--- src/rtl/sc_level_sequencer.sv ---
// Level/progress sequencer for the Frogger core: owns level and progress,
// walks the frog through NUM_LEVELS levels and flags level and game completion.
module sc_level_sequencer #(
    parameter int NUM_LEVELS  = 3,
    parameter int LEVEL_WIDTH = 3,
    parameter int PROG_WIDTH  = 5,
    parameter int PROG_TARGET = 20
) (
    input  logic                   SC_LEVEL_SEQ_CLOCK_50,
    input  logic                   SC_LEVEL_SEQ_RESET_InHigh,
    input  logic                   SC_LEVEL_SEQ_Start_InLow,
    input  logic                   SC_LEVEL_SEQ_T0_InLow,
    input  logic                   SC_LEVEL_SEQ_Pause_InLow,
    input  logic                   SC_LEVEL_SEQ_Death_InLow,
    output logic [LEVEL_WIDTH-1:0] SC_LEVEL_SEQ_Level_Out,
    output logic [PROG_WIDTH-1:0]  SC_LEVEL_SEQ_Progress_Out,
    output logic                   SC_LEVEL_SEQ_ProgressUpCount_out,
    output logic                   SC_LEVEL_SEQ_LevelFinished_Out,
    output logic                   SC_LEVEL_SEQ_FinishedGame_Out
);

    localparam logic [2:0] STATE_IDLE    = 3'd0;
    localparam logic [2:0] STATE_PLAY    = 3'd1;
    localparam logic [2:0] STATE_SHIFT   = 3'd2;
    localparam logic [2:0] STATE_CLEAR   = 3'd3;
    localparam logic [2:0] STATE_DONE    = 3'd4;
    localparam logic [2:0] STATE_ENDGAME = 3'd5;

    localparam logic [LEVEL_WIDTH-1:0] lastLevel  = LEVEL_WIDTH'(NUM_LEVELS);
    localparam logic [LEVEL_WIDTH-1:0] firstLevel = LEVEL_WIDTH'(1);
    localparam logic [PROG_WIDTH-1:0]  progTarget = PROG_WIDTH'(PROG_TARGET);
    localparam logic [PROG_WIDTH-1:0]  progOne    = PROG_WIDTH'(1);

    logic [2:0]             state;
    logic [LEVEL_WIDTH-1:0] level;
    logic [PROG_WIDTH-1:0]  progress;

    always_ff @(posedge SC_LEVEL_SEQ_CLOCK_50) begin
        if (SC_LEVEL_SEQ_RESET_InHigh) begin
            state    <= STATE_IDLE;
            level    <= '0;
            progress <= '0;
        end else begin
            case (state)
                STATE_IDLE, STATE_ENDGAME: begin
                    if (!SC_LEVEL_SEQ_Start_InLow) begin
                        state    <= STATE_PLAY;
                        level    <= firstLevel;
                        progress <= '0;
                    end
                end
                STATE_PLAY: begin
                    // Death beats pause, pause beats the tick.
                    if (!SC_LEVEL_SEQ_Death_InLow) begin
                        state <= STATE_CLEAR;
                    end else if (SC_LEVEL_SEQ_Pause_InLow && !SC_LEVEL_SEQ_T0_InLow) begin
                        state    <= STATE_SHIFT;
                        progress <= progress + progOne;
                    end
                end
                STATE_SHIFT: begin
                    state <= (progress == progTarget) ? STATE_DONE : STATE_PLAY;
                end
                STATE_CLEAR: begin
                    state    <= STATE_PLAY;
                    progress <= '0;
                end
                STATE_DONE: begin
                    // Last level keeps its final level/progress on display in ENDGAME.
                    if (level == lastLevel) begin
                        state <= STATE_ENDGAME;
                    end else begin
                        state    <= STATE_PLAY;
                        level    <= level + firstLevel;
                        progress <= '0;
                    end
                end
                default: begin
                    state    <= STATE_IDLE;
                    level    <= '0;
                    progress <= '0;
                end
            endcase
        end
    end

    assign SC_LEVEL_SEQ_Level_Out            = level;
    assign SC_LEVEL_SEQ_Progress_Out         = progress;
    assign SC_LEVEL_SEQ_ProgressUpCount_out  = (state != STATE_SHIFT);
    assign SC_LEVEL_SEQ_LevelFinished_Out    = (state != STATE_DONE);
    assign SC_LEVEL_SEQ_FinishedGame_Out     = (state != STATE_ENDGAME);

endmodule

--- config.mk ---
export PLATFORM = sky130hd
export DESIGN_NAME = sc_level_sequencer
export DESIGN_NICKNAME = d
export VERILOG_FILES = /design/src/rtl/sc_level_sequencer.sv
export SDC_FILE = /design/constraint.sdc
export NUM_CORES = 1
export LEC_CHECK = 0
export CAP_MARGIN = 30
export CORE_MARGIN = 2
export CORE_UTILIZATION = 55
export CTS_CLUSTER_SIZE = 28
export DETAILED_ROUTE_END_ITERATION = 7
export DONT_BUFFER_PORTS = 1
export MAX_ROUTING_LAYER = met4
export PLACE_DENSITY = 0.66
export SYNTH_ARGS = -nofsm -noshare
export SYNTH_HDL_FRONTEND = slang
export SYNTH_SLANG_ARGS = --single-unit
--- constraint.sdc ---
create_clock -name SC_LEVEL_SEQ_CLOCK_50 -period 1.9 [get_ports SC_LEVEL_SEQ_CLOCK_50]
set_input_delay 0.095 -clock SC_LEVEL_SEQ_CLOCK_50 [delete_from_list [all_inputs] [get_ports SC_LEVEL_SEQ_CLOCK_50]]
set_output_delay 0.095 -clock SC_LEVEL_SEQ_CLOCK_50 [all_outputs]
set_load 0.005 [all_outputs]
# [Word-level counts from Yosys, hierarchy flattened]
# Index checks and enable logic that the tools add are counted.
[word_totals] reg_bits=11 inputBits=6 output_inout_bits=11 word_cells=43
[op_classes] n_addsub=2 eq_ne=15 n_mux=13 n_bitwise=2 n_reduce_logical=8
[op_table] op="$mux W5" n=4
[op_table] op="$pmux W5 S4" n=1
[op_table] op="$mux W3" n=6
[op_table] op="$pmux W3 S5" n=1
[op_table] op="$eq A3 B2 Y1 const B" n=3
[op_table] op="$ne A3 B3 Y1 const B" n=3
[op_table] op="$pmux W3 S3" n=1
[op_table] op="$ne A2 B2 Y1 const B" n=4
[op_table] op="$eq A3 B3 Y1 const B" n=2
[op_table] op="$add A5 B1 Y5 const B" n=1
[op_table] op="$eq A5 B5 Y1 const B" n=1
[op_table] op="$reduce_and A5 Y1" n=1
[op_table] op="$add A3 B1 Y3 const B" n=1
[op_table] op="$eq A3 B1 Y1 const B" n=1
[op_table] op="$logic_not A3 Y1" n=1
[op_table] op="$ne A3 B2 Y1 const B" n=1
[op_table] op="$reduce_and A3 Y1" n=1
[op_table] op="$reduce_or A3 Y1" n=1
[op_table] op="$not A1 Y1" n=2
[op_table] op="$reduce_and A2 Y1" n=1
[op_table] op="$reduce_or A2 Y1" n=1
[op_table] op="$logic_and A1 B1 Y1" n=1
[op_table] op="$logic_not A1 Y1" n=1

# [Depth between registers and ports, before layout]
[depth] depth_word=5 ltp_mapped=6 mapped_depth_nobuf=6

# [Worst setup path after synthesis]
# No wires, ideal clock.
[synth_path] path_kind="flip-flop to flip-flop" start="register level[0], in the netlist SC_LEVEL_SEQ_Level_Out[0]" end="register progress[4], in the netlist SC_LEVEL_SEQ_Progress_Out[4]" setup_time_ns=0.120 arrival_time_ns=1.448 required_time_ns=1.780 slack_ns=0.333 path_stages_with_launch=7 path_buffers=0 period_less_slack_ns=1.567 path_cell_list="dfxtp_1 > ha_1 > ha_1 > mux2i_1 > o32a_4 > nor2_2 > a211o_1"
[synth_via] elab_chain_len=3
[synth_lines] item="start, declared" line="35" text="logic [LEVEL_WIDTH-1:0] level;"
[synth_lines] item="start signal, assigned" line="48" text="level <= firstLevel;"
[synth_lines] item="start signal, assigned" line="74" text="level <= level + firstLevel;"
[synth_lines] item="$eq A3 B2 Y1" line="70" text="if (level == lastLevel) begin"
[synth_lines] item="$ne A2 B2 Y1 (no line)"
[synth_lines] item="$reduce_and A5 Y1 (no line)"
[synth_lines] item="end signal, assigned" line="58" text="progress <= progress + progOne;"
[synth_lines] item="end, declared" line="36" text="logic [PROG_WIDTH-1:0] progress;"
# No other way between the ends.
# A chain may end at the register's enable or synchronous reset.

# [Worst setup path in the final report]
# Same ends and word-level chain as after synthesis.

==> impl_metrics.py <==
metrics = {
    "critical_path": {
        "path_buf_inv": 0,
        "critical_path.slowest_cell": "dfxtp_1",
        "endpoint_kind": "flip-flop",
        "path_common_cell": "ha_1",
        "arrival_ps": 1840,
        "crit_chain": "ha_1 -> ha_1 -> mux2i_1 -> o32a_4 -> nor2_2 -> a211o_1",
        "critPathKind": "reg -> reg",
        "crit_path_start_kind": "flip-flop",
        "path_max_fanout": 4,
        "crit_required_ps": 2070,
        "path_delay_family": "compound AO/OA/AOI/OAI gates",
        "cpPeakStageDelay_ps": 350,
    },
    "layout": {
        "syn_to_final_growth_pct": 2.37,
        "multiInputGateArea_um2": 518,
        "fillers": 124,
        "final_layout_size_suffix_gt1_share_pct": 13.2,
        "antennaDiodeCount": 0,
        "regArea_um2": 220,
        "finalNetCount": 102,
    },
    "grt": {
        "grt_use_total_pct": 20.1,
        "grt-ovfl-total": 0,
        "grt_pass1_wl_um": 2570,
        "antenna_found_initial": 0,
        "grtUsageMet3_pct": 4.74,
        "grt_util_met1_pct": 28.9,
        "top_usage_layer": "met1",
        "met2_usage_pct": 24.1,
        "grt_pass1_vias": 533,
        "grt_max_degree": 16,
    },
    "timing": {
        "relSlewSlack_pct": 65.0,
        "finClkSkew_ps": 2.36,
        "finalHoldViolCount": 0,
        "setup-violations-final": 0,
        "finalSetupTns_ps": 0,
        "rsz0062_at_grt": "false",
        "drv_slew": 0,
        "max_freq_mhz": 602,
        "tightestPinTransition_ps": 524,
        "fin_ws_ps": 239,
        "min_period_ps": 1660,
        "post-route-period-util_pct": 87.4,
    },
    "drt": {
        "wl_per_cell_um": 14.8,
        "num_vias": 681,
        "viasPerCell": 6.42,
        "drt-pass1-iter-count": 4,
        "drt-total-wl_um": 1570,
        "drt_iter0_drc": 16,
        "drtAntennaViolNets": 0,
        "drc": 0,
    },
    "clocking": {
        "cts_buffer_depth": 2,
        "clk_pin_slew_worst_paths_ps": 70,
        "cts_made_buffers": 3,
        "tritoncts": "done",
        "cts_root_buf": "clkbuf_4",
        "cts_sinks": 11,
        "clock_latency_ps": 280,
        "htree_levels": 1,
    },
    "worst_hold_path": {
        "hold_class": "in -> reg",
    },
    "placed_design": {
        "io_buffer_count": 0,
        "gp_congestion": 0.760,
        "dp_hpwl_um": 1130,
        "dp_slack_ps": 234,
    },
    "synthesis": {
        "synth_area_um2": 793,
        "ys.flop_type": "dfxtp_1",
        "synthTopCellsByCount": "dfxtp_1 (11), a21oi_1 (7), nor2_1 (7), nand2_1 (6), inv_1 (5)",
        "synth_top_area_share_pct": 27.8,
        "synth_warnings": 0,
        "ys_top_cells_by_area": "dfxtp_1 (28%), ha_1 (6.3%), a21oi_1 (4.4%), nor2_1 (3.3%), nand2b_1 (3.2%)",
        "synth_seq_cells": 11,
        "avgSynthCellArea_um2": 8.72,
        "yosysTopAreaCell": "dfxtp_1",
        "syn_inst": 91,
        "yosysMostFrequentCell": "dfxtp_1",
        "synth-edff-count": 0,
        "yosysUniqueCellTypes": 41,
        "synthArstFlopShare_pct": 0,
        "synth-seq-area-share_pct": 27.8,
        "synth_fp_nets": 101,
    },
    "die": {
        "core_um2": 1320,
        "start_util_pct": 60.2,
        "chipHeight_um": 42.0,
        "num_rows": 13,
        "ios": 17,
        "die_x_um": 42.0,
        "die-area_um2": 1760,
    },
    "power": {
        "ir_worst_vdd_mv": 0.355,
        "power_density_nw_per_um2": 618,
        "p_leak_nw": 0.304,
    },
    "flow_run": {
        "cap_viol_max_count": 0,
    },
    "status": {
        "status": "finished, final reports clean",
    },
}
[repair_timing]
| item | in CTS | in global routing |
|---|---|---|
| buffers inserted | 0 | 0 |
| gates resized for setup | 0 | 0 |
| hold endpoints to repair | 7 | 0 |
| hold buffers | 1 | 0 |
| setup endpoints to repair | 0 | 0 |
[worst register-to-register path, delay by kind of cell, from the launching register on]
family / cells / cell delay [ps]
AND/OR/NAND/NOR: 1 / 50
AO/OA/AOI/OAI: 2 / 530
flip-flops: 1 / 350
adder cells (fa/ha/maj): 2 / 430
multiplexers: 1 / 210
[placed cells by master (no fill, tap or decap), types with 3 or more instances in the layout]
master    instances
inv_1             5
nor2b_1           3
o21ai_0           4
nand3_1           3
clkbuf_4          3
nor2_1            7
a21oi_1           7
nand2b_1          4
dfxtp_1          11
ha_1              4
nand2_1           6
[stage by stage]
step / utilization [%] / hold slack (ps) / cell area, µm² / total power [mW] / instances
after floorplan: - / 313 / 793 / 0.330 / 91
after global placement: 58.9 / 166 / 776 / 0.333 / 101
after detailed placement: 58.9 / 166 / 776 / 0.335 / 101
after CTS: 61.6 / 42.0 / 812 / 0.505 / 106
after global routing: 61.6 / 66.2 / 812 / 0.533 / 106
final: 61.6 / 41.7 / 812 / 0.502 / 106
[path summary, 6_finish.rpt]
check        depth (start not counted)                                         to  slack, ps                              startpoint
min reg2reg                          2     SC_LEVEL_SEQ_Level_Out[2]$_SDFFE_PP0P_        500  SC_LEVEL_SEQ_Level_Out[2]$_SDFFE_PP0P_
max reg2reg                          6  SC_LEVEL_SEQ_Progress_Out[4]$_SDFFE_PP0P_        240  SC_LEVEL_SEQ_Level_Out[0]$_SDFFE_PP0P_
min                                  3                      state[1]$_SDFFE_PP0P_         40                SC_LEVEL_SEQ_Start_InLow
max                                  6  SC_LEVEL_SEQ_Progress_Out[4]$_SDFFE_PP0P_        240  SC_LEVEL_SEQ_Level_Out[0]$_SDFFE_PP0P_
[cell type report]
type	instances	area share, %
multi-input cells	70	63.8
flip-flops and latches	11	27.1
clock buffers	4	3.24
inverters	5	2.31
well taps	15	2.31
repair buffers	1	1.23
[metal layers]
layer  wire length (µm)  part of all wire, %
met1                812                   52
met2                627                   40
met3                 86                  5.5
met4                 43                  2.7
met5                  0                    0
[power breakdown]
group,switching [mW],internal [mW],total (mW)
Combinational,0.0407,0.0398,0.0804
Clock,0.0872,0.0816,0.169
Sequential,0.0163,0.237,0.253
Total,0.144,0.358,0.502
[registers in the layout, indices dropped and copies added (netlist names)]
| name | flops |
|---|---|
| SC_LEVEL_SEQ_Progress_Out | 5 |
| SC_LEVEL_SEQ_Level_Out | 3 |
| state | 3 |
[kinds of logic after synthesis]
logic type / Yosys count / share of synthesized area, %
AND/OR/NAND/NOR: 36 / 26.2
multiplexers: 1 / 1.26
AO/OA/AOI/OAI: 29 / 31.5
adder cells (fa/ha/maj): 4 / 6.31
flip-flops: 11 / 27.8
buffers and inverters: 10 / 6.94
Note: power is estimated with default switching activity, not from simulation.
